===== src/rtl/alarm_time_setter.sv =====
// Alarm-time editor: MODE walks hr1 -> hr0 -> min1 -> min0, INC bumps the
// selected digit. Edits live in shadow registers and are committed in one
// cycle on leaving SET_MIN0, so the alarm outputs never show a partial time.
module alarm_time_setter #(
  parameter int unsigned REPEAT_DLY = 50,
  parameter int unsigned REPEAT_PER = 10,
  parameter int unsigned TIMEOUT    = 1000,
  parameter int unsigned BLINK_DIV  = 25
) (
  input  logic       clk,
  input  logic       rst,
  input  logic       btn_mode,
  input  logic       btn_inc,
  output logic [1:0] hr1,
  output logic [3:0] hr0,
  output logic [2:0] min1,
  output logic [3:0] min0,
  output logic       set_active,
  output logic [1:0] cur_digit,
  output logic       blink
);

  localparam int unsigned RPT_W = $clog2(REPEAT_DLY + 1);
  localparam int unsigned TO_W  = $clog2(TIMEOUT + 1);
  localparam int unsigned BLK_W = $clog2(BLINK_DIV + 1);

  typedef enum logic [2:0] {
    IDLE,
    SET_HR1,
    SET_HR0,
    SET_MIN1,
    SET_MIN0
  } state_t;

  state_t state;

  logic             prev_mode;
  logic             prev_inc;
  logic [RPT_W-1:0] rpt_cnt;
  logic [TO_W-1:0]  to_cnt;
  logic [BLK_W-1:0] blk_cnt;

  logic [1:0] sh_hr1;
  logic [3:0] sh_hr0;
  logic [2:0] sh_min1;
  logic [3:0] sh_min0;

  logic       editing;
  logic       mode_rise;
  logic       inc_rise;
  logic       rpt_fire;
  logic       inc_ev;
  logic       timeout_hit;
  logic       going_idle;
  logic [1:0] hr1_inc;
  logic [3:0] hr0_inc;
  logic [2:0] min1_inc;
  logic [3:0] min0_inc;

  // Edge detection, event qualification and per-digit wrap-around increments
  always_comb begin
    editing   = (state != IDLE);
    mode_rise = btn_mode & ~prev_mode;
    inc_rise  = btn_inc & ~prev_inc;
    rpt_fire  = editing & btn_inc & (rpt_cnt == RPT_W'(REPEAT_DLY - 1));
    // MODE has priority over INC when both rise together
    inc_ev    = editing & ~mode_rise & (inc_rise | rpt_fire);
    // Only a cycle with no button event counts as idle time
    timeout_hit = editing & ~mode_rise & ~inc_ev & (to_cnt == TO_W'(TIMEOUT - 1));
    going_idle  = timeout_hit | ((state == SET_MIN0) & mode_rise);

    hr1_inc  = (sh_hr1 >= 2'd2) ? 2'd0 : sh_hr1 + 2'd1;
    if (sh_hr1 == 2'd2) begin
      hr0_inc = (sh_hr0 >= 4'd3) ? 4'd0 : sh_hr0 + 4'd1;
    end else begin
      hr0_inc = (sh_hr0 >= 4'd9) ? 4'd0 : sh_hr0 + 4'd1;
    end
    min1_inc = (sh_min1 >= 3'd5) ? 3'd0 : sh_min1 + 3'd1;
    min0_inc = (sh_min0 >= 4'd9) ? 4'd0 : sh_min0 + 4'd1;
  end

  // Previous button levels; reset to 1 so a button held through reset gives no edge
  always_ff @(posedge clk or posedge rst) begin
    if (rst) begin
      prev_mode <= 1'b1;
      prev_inc  <= 1'b1;
    end else begin
      prev_mode <= btn_mode;
      prev_inc  <= btn_inc;
    end
  end

  // Auto-repeat counter: first fire after REPEAT_DLY held cycles, then every REPEAT_PER
  always_ff @(posedge clk or posedge rst) begin
    if (rst) begin
      rpt_cnt <= '0;
    end else if (!editing || !btn_inc || mode_rise || timeout_hit) begin
      rpt_cnt <= '0;
    end else if (rpt_fire) begin
      rpt_cnt <= RPT_W'(REPEAT_DLY - REPEAT_PER);
    end else begin
      rpt_cnt <= rpt_cnt + RPT_W'(1);
    end
  end

  // Idle-time counter for aborting an abandoned edit
  always_ff @(posedge clk or posedge rst) begin
    if (rst) begin
      to_cnt <= '0;
    end else if (!editing || mode_rise || inc_ev || timeout_hit) begin
      to_cnt <= '0;
    end else begin
      to_cnt <= to_cnt + TO_W'(1);
    end
  end

  // Blink divider, active only while editing
  always_ff @(posedge clk or posedge rst) begin
    if (rst) begin
      blk_cnt <= '0;
      blink   <= 1'b0;
    end else if (!editing || going_idle) begin
      blk_cnt <= '0;
      blink   <= 1'b0;
    end else if (blk_cnt == BLK_W'(BLINK_DIV - 1)) begin
      blk_cnt <= '0;
      blink   <= ~blink;
    end else begin
      blk_cnt <= blk_cnt + BLK_W'(1);
    end
  end

  // Edit FSM with shadow digits and the committed alarm outputs
  always_ff @(posedge clk or posedge rst) begin
    if (rst) begin
      state      <= IDLE;
      set_active <= 1'b0;
      cur_digit  <= 2'd0;
      hr1        <= 2'd0;
      hr0        <= 4'd0;
      min1       <= 3'd0;
      min0       <= 4'd0;
      sh_hr1     <= 2'd0;
      sh_hr0     <= 4'd0;
      sh_min1    <= 3'd0;
      sh_min0    <= 4'd0;
    end else if (state == IDLE) begin
      if (mode_rise) begin
        state      <= SET_HR1;
        set_active <= 1'b1;
        cur_digit  <= 2'd3;
        sh_hr1     <= hr1;
        sh_hr0     <= hr0;
        sh_min1    <= min1;
        sh_min0    <= min0;
      end
    end else if (timeout_hit) begin
      state      <= IDLE;
      set_active <= 1'b0;
      cur_digit  <= 2'd0;
    end else if (mode_rise) begin
      case (state)
        SET_HR1: begin
          state     <= SET_HR0;
          cur_digit <= 2'd2;
        end
        SET_HR0: begin
          state     <= SET_MIN1;
          cur_digit <= 2'd1;
        end
        SET_MIN1: begin
          state     <= SET_MIN0;
          cur_digit <= 2'd0;
        end
        SET_MIN0: begin
          state      <= IDLE;
          set_active <= 1'b0;
          cur_digit  <= 2'd0;
          hr1        <= sh_hr1;
          hr0        <= sh_hr0;
          min1       <= sh_min1;
          min0       <= sh_min0;
        end
        default: begin
          state      <= IDLE;
          set_active <= 1'b0;
          cur_digit  <= 2'd0;
        end
      endcase
    end else if (inc_ev) begin
      case (state)
        SET_HR1: begin
          sh_hr1 <= hr1_inc;
          // Moving into the 20s forces the units into 0..3
          if ((hr1_inc == 2'd2) && (sh_hr0 > 4'd3)) begin
            sh_hr0 <= 4'd3;
          end
        end
        SET_HR0:  sh_hr0  <= hr0_inc;
        SET_MIN1: sh_min1 <= min1_inc;
        SET_MIN0: sh_min0 <= min0_inc;
        default:  ;
      endcase
    end
  end

endmodule


===== config.mk =====
export PLATFORM = sky130hd
export DESIGN_NAME = alarm_time_setter
export DESIGN_NICKNAME = d
export VERILOG_FILES = /design/src/rtl/alarm_time_setter.sv
export SDC_FILE = /design/constraint.sdc
export NUM_CORES = 1
export LEC_CHECK = 0
export BUFFER_PORTS_ARGS = -buffer_cell sky130_fd_sc_hd__clkbuf_2
export CAP_MARGIN = 40
export CORE_MARGIN = 2
export CORE_UTILIZATION = 54
export DETAILED_ROUTE_END_ITERATION = 8
export MAX_ROUTING_LAYER = met4
export PLACE_DENSITY = 0.75
export SYNTH_ARGS = -nofsm -noshare
export SYNTH_HDL_FRONTEND = slang
export SYNTH_SLANG_ARGS = --single-unit

===== constraint.sdc =====
create_clock -name clk -period 2.1 [get_ports clk]
set_input_delay 0.63 -clock clk [delete_from_list [all_inputs] [get_ports clk]]
set_output_delay 0.63 -clock clk [all_outputs]
set_load 0.1 [all_outputs]

-- Word level (Yosys, flattened, before mapping)
Index checks and enable logic that the tools add are counted.
- shift operators: 0
- equal/unequal tests: 14
- reduce and logical (&&, ||, !) cells: 27
- div/mod/pow operators: 0
- multiply operators: 0
- muxes and demuxes: 53
- add/sub/neg operators: 7
- bitwise gates (word level): 18
- order comparisons: 6
- operators by type and width (kind ; number):
    two-way mux 4 bit ; 16
    two-way mux 3 bit ; 11
    two-way mux 2 bit ; 11
    AND reduction 5 bit ; 3
    nonzero test 3 bit ; 5
    two-way mux 6 bit ; 2
    adder 10 x 1 -> 10 bit (second input constant) ; 1
    equality test 10 bit (second input constant) ; 1
    two-way mux 10 bit ; 1
    two-way mux 5 bit ; 2
    bitwise AND 1 bit ; 9
    case mux 3 bit (3 select lines) ; 1
    adder 4 x 1 -> 4 bit (second input constant) ; 2
    greater-or-equal comparator 4 bit (second input constant) ; 2
    case mux 4 bit (2 select lines) ; 1
    logical OR 1 bit ; 7
    two-way mux 1 bit ; 7
    inverter 1 bit ; 7
    adder 6 x 1 -> 6 bit (second input constant) ; 1
    equality test 3 x 2 -> 1 bit (second input constant) ; 2
    equality test 6 bit (second input constant) ; 1
    AND reduction 6 bit ; 1
    adder 5 x 1 -> 5 bit (second input constant) ; 1
    equality test 5 bit (second input constant) ; 1
    other kinds (24) ; 29
- input port bits: 4
- memory bits (read-only): 0
- bits in latches: 0
- register bits: 56
- memories: 0
- memory bits (writable): 0

-- Logic depth before layout (Yosys ltp)
- depth after elaboration: 11
- mapped depth: 7
- depth with buffers taken out: 7

-- Least setup slack after synthesis
Ideal clock, no wire load.
- kind: in2reg
- from: input btn_mode
- to: register sh_min1[0]
- setup time: 0.125 ns
- stages on the path: 5
- data arrival time: 1.800 ns
- setup slack: 0.175 ns
- path buffers: 1
- data required time: 1.975 ns
- path through: nand2b_1 -> clkbuf_1 -> nor2_1 -> o21ai_0 -> mux2_2
- word-level cells in the longest chain between the ends: 9
- RTL lines (item ; line ; source):
    from (decl) ; 12 ; input logic btn_mode,
    bitwise AND 1 bit * ; 63 ; mode_rise = btn_mode & ~prev_mode;
    inverter 1 bit ; 67, 69 ;
    bitwise AND 1 bit ; 67, 69 ;
    bitwise AND 1 bit ; 67 ; inc_ev = editing & ~mode_rise & (inc_rise | rpt_fire);
    inverter 1 bit ; 69 ; timeout_hit = editing & ~mode_rise & ~inc_ev & (to_cnt == TO_W'(TIMEOUT - 1));
    bitwise AND 1 bit (2 in series) ; 69 ;
    != test 2 x 1 -> 1 bit (no line) or nonzero test 3 bit (tied branches) ; -- ;
    AND reduction 5 bit (no line) * ; -- ;
    to (signal assigned) ; 154 ; sh_min1 <= min1;
    to (signal assigned) ; 200 ; SET_MIN1: sh_min1 <= min1_inc;
    to (decl) ; 45 ; logic [2:0] sh_min1;
Mark *: on every way between the ends. The rest lies on a longest branch, timed or not.
A chain may end at the register's enable or synchronous reset.

-- Worst setup path after layout
- from: register cur_digit[0]
- to: output cur_digit[0]
- RTL lines (item ; line ; source):
    from (decl) ; 19 ; output logic [1:0] cur_digit,
    from (signal assigned) ; 138 ; cur_digit <= 2'd0;
    from (signal assigned) ; 151 ; cur_digit <= 2'd3;
    from (signal assigned) ; 160 ; cur_digit <= 2'd0;
No word-level cell between the ends.

==> out/metrics.cfg <==
[run_status]
outcome = complete, no violations

[flow_run]
max_cap_violations = 0

[timing]
rsz0062_at_grt = no
worstMarginPinSlew_ns = 0.5430
fin_crit_sh_pct = 91.31
fmaxAchievable_mhz = 521.5
fin_setup_tns_ns = 0
relSlewSlack_pct = 63.95
hold_viol_final = 0
setup_violations = 0
finalCriticalPeriod_ns = 1.917
drv_slew = 0
finClkSkew_ns = 0.006874
holdWs_ns = 0.3421

[pwr]
p_sw_mw = 2.085
vdd_drop_max_v = 0.001032
power_frac_comb_pct = 47.5
p_total_mw = 4.310
power_frac_seq_pct = 38.1
power_leakage_nw = 1.455
p_per_area_nw_per_um2 = 1350
internal_power_mw = 2.225
swShare_pct = 48.37
power_frac_clock_pct = 14.4

[setup_path]
startpoint = cur_digit[0]
reg2reg_from = sh_hr0[1]
crit_top_cell = buf_4
path_class = register to primary output
cp.arrival_ns = 1.29
cp-start-kind = register
critPathSlowestCell = dfrtp_1
slowest_delay_ns = 0.50
end_kind = primary output
cp_max_fo = 10
path_cells = buf_4, buf_4
crit_required_ns = 1.47

[floorplan]
rows = 26
die_area_um2 = 5832
ios = 21
die_w_um = 76.37
start_util_pct = 55.72
die_h_um = 76.37
coreArea_um2 = 5075

[routing]
routed_wl_um = 5119
drc = 0
vias = 2127
viasPerCell = 5.496
drtAntennaViolNets = 0
initialDrtViolationCount = 122
drtPass1Iterations = 4
wl_per_cell_um = 13.23

[logic_synthesis]
synth.most_common_cell = dfrtp_1
netlist_area_um2 = 2828
syn_avg_cell_area_um2 = 9.887
synthesis.nets = 303
ys_ff_latch = 55
synthArstFlopShare_pct = 100.0
ys_seq_area_share_pct = 48.76
synth_flop_cell = dfrtp_1
postSynthCellCount = 286
synth_top_area_share_pct = 46.90
synth_enable_flop_cells = 0
synth.distinct_cells = 50
synth_commonest_cells = dfrtp_1 (53), nor2_1 (35), nand2_1 (22), o21ai_0 (19), a21oi_1 (16)
ys_warn_count = 0
synth.area.top_cells = dfrtp_1 (47%), ha_1 (5.8%), nor2_1 (4.6%)
synth_top_cell_by_area = dfrtp_1

[finish]
syn_to_final_growth_pct = 12.88
n_antenna_cell = 0
n_fill_cell = 445
final_nets = 333
multiInputGateArea_um2 = 1355
drive_gt1_share_pct = 19.24
stdcell_count = 387
seq_area_um2 = 1379

[global_route]
grt_start_max_net_pins = 56
grtUsageTotal_pct = 20.39
antenna_found_initial = 0
overflow = 0
grt_pass1_vias = 2086
grt_pass1_wl_um = 9384

[clock_network]
cts_inserted_buffers = 5
cts_setup_buffers = 0
tritoncts = built
clock_latency_ns = 0.31
clock_sinks = 55
clockBufferDepth = 2
clk_pin_slew_ns = 0.09
cts-root-buf = clkbuf_8
cts_htree_levels = 2

[place]
gp_congestion = 0.8520
placedCellCount = 379
portBuffers = 20
dp_hpwl_um = 3758

[min_path]
min_path_type = input pin to async pin

cell families after synthesis:
kind of cell / synth area share (%)
and+or+nand+nor: 19.82
muxes: 3.496
adders and majority gates: 5.752
buffers and inverters: 3.407
DFF: 48.76
AOI/OAI and AO/OA: 13.81
xor gates and xnor gates: 4.956
placed cells by master (no fill, tap or decap), types with 4 or more instances in the layout:
master and n:
nor3_1 9, inv_1 12, a21oi_1 16, o21ai_0 19
a21o_1 6, mux2_2 7, nand3_1 11, clkbuf_8 7
nand2_1 22, xor2_1 8, xnor2_1 8, buf_4 11
dfrtp_1 53, nor2_1 35, ha_1 13, clkbuf_2 19
nand4_1 4
layer usage:
metal	track usage, %	vias to the layer above	share of wire [%]
li1	-	1059	-
met1	26.60	1029	49
met2	32.12	33	47
met3	4.265	6	2.9
met4	6.727	0	1.3
met5	-	-	0
area by class of cell:
class | instances | area share (%)
multi-input cells | 208 | 42.45
flip-flops and latches | 55 | 43.20
inverters | 14 | 1.646
clock buffers | 8 | 3.136
repair buffers | 32 | 6.821
well taps | 70 | 2.744
repair_timing:
action,in CTS,in global routing
hold buffers,0,0
endpoints found under the setup margin,0,1
gates resized for setup,0,1
flip-flops by register name, summed over array words and instances, names as in the netlist, 2 cells and up:
register and count:
blk_cnt 5, sh_min0 4, sh_hr1 2, to_cnt 10
state 2, hr0 4, sh_min1 3, min0 4
cur_digit 2, sh_hr0 4, hr1 2, rpt_cnt 6
min1 3
metrics by stage:
stage | util [%] | worst slack, ns | instance area [um^2]
finish | 62.89 | 0.1825 | 3192
global route | 62.89 | 0.01196 | 3192
CTS | 62.85 | 0.1603 | 3189
detailed placement | 60.87 | 0.08666 | 3089
global placement | 60.87 | 0.1387 | 3089
floorplan | - | 0.1304 | 2828
worst max-delay path, delay by kind of cell, from the launching register on:
kind                   cells  cell delay (ns)
DFF                        1             0.50
buffers and inverters      2             0.48
power groups by stage:
stage / combinational [mW] / sequential (mW) / clock, mW
3_3_place_gp: 2.02 / 1.65 / 0
3_5_place_dp: 2.05 / 1.66 / 0
2_1_floorplan: 0.952 / 2.33 / 0
5_1_grt: 2.23 / 1.71 / 0.683
4_1_cts: 2.06 / 1.64 / 0.640
6_report: 2.05 / 1.64 / 0.620
worst paths after layout:
check / endpoint / slack, ns / depth (start not counted)
min: to_cnt[8] / 0.34 / 3
min in group clk: prev_mode / 0.42 / 1
max in group asynchronous: prev_inc / 1.47 / 3
min reg2reg: to_cnt[0] / 0.48 / 1
max reg2reg: sh_hr0[2] / 0.20 / 7
max: cur_digit[0] / 0.18 / 2
(Power assumes the default switching activity.)
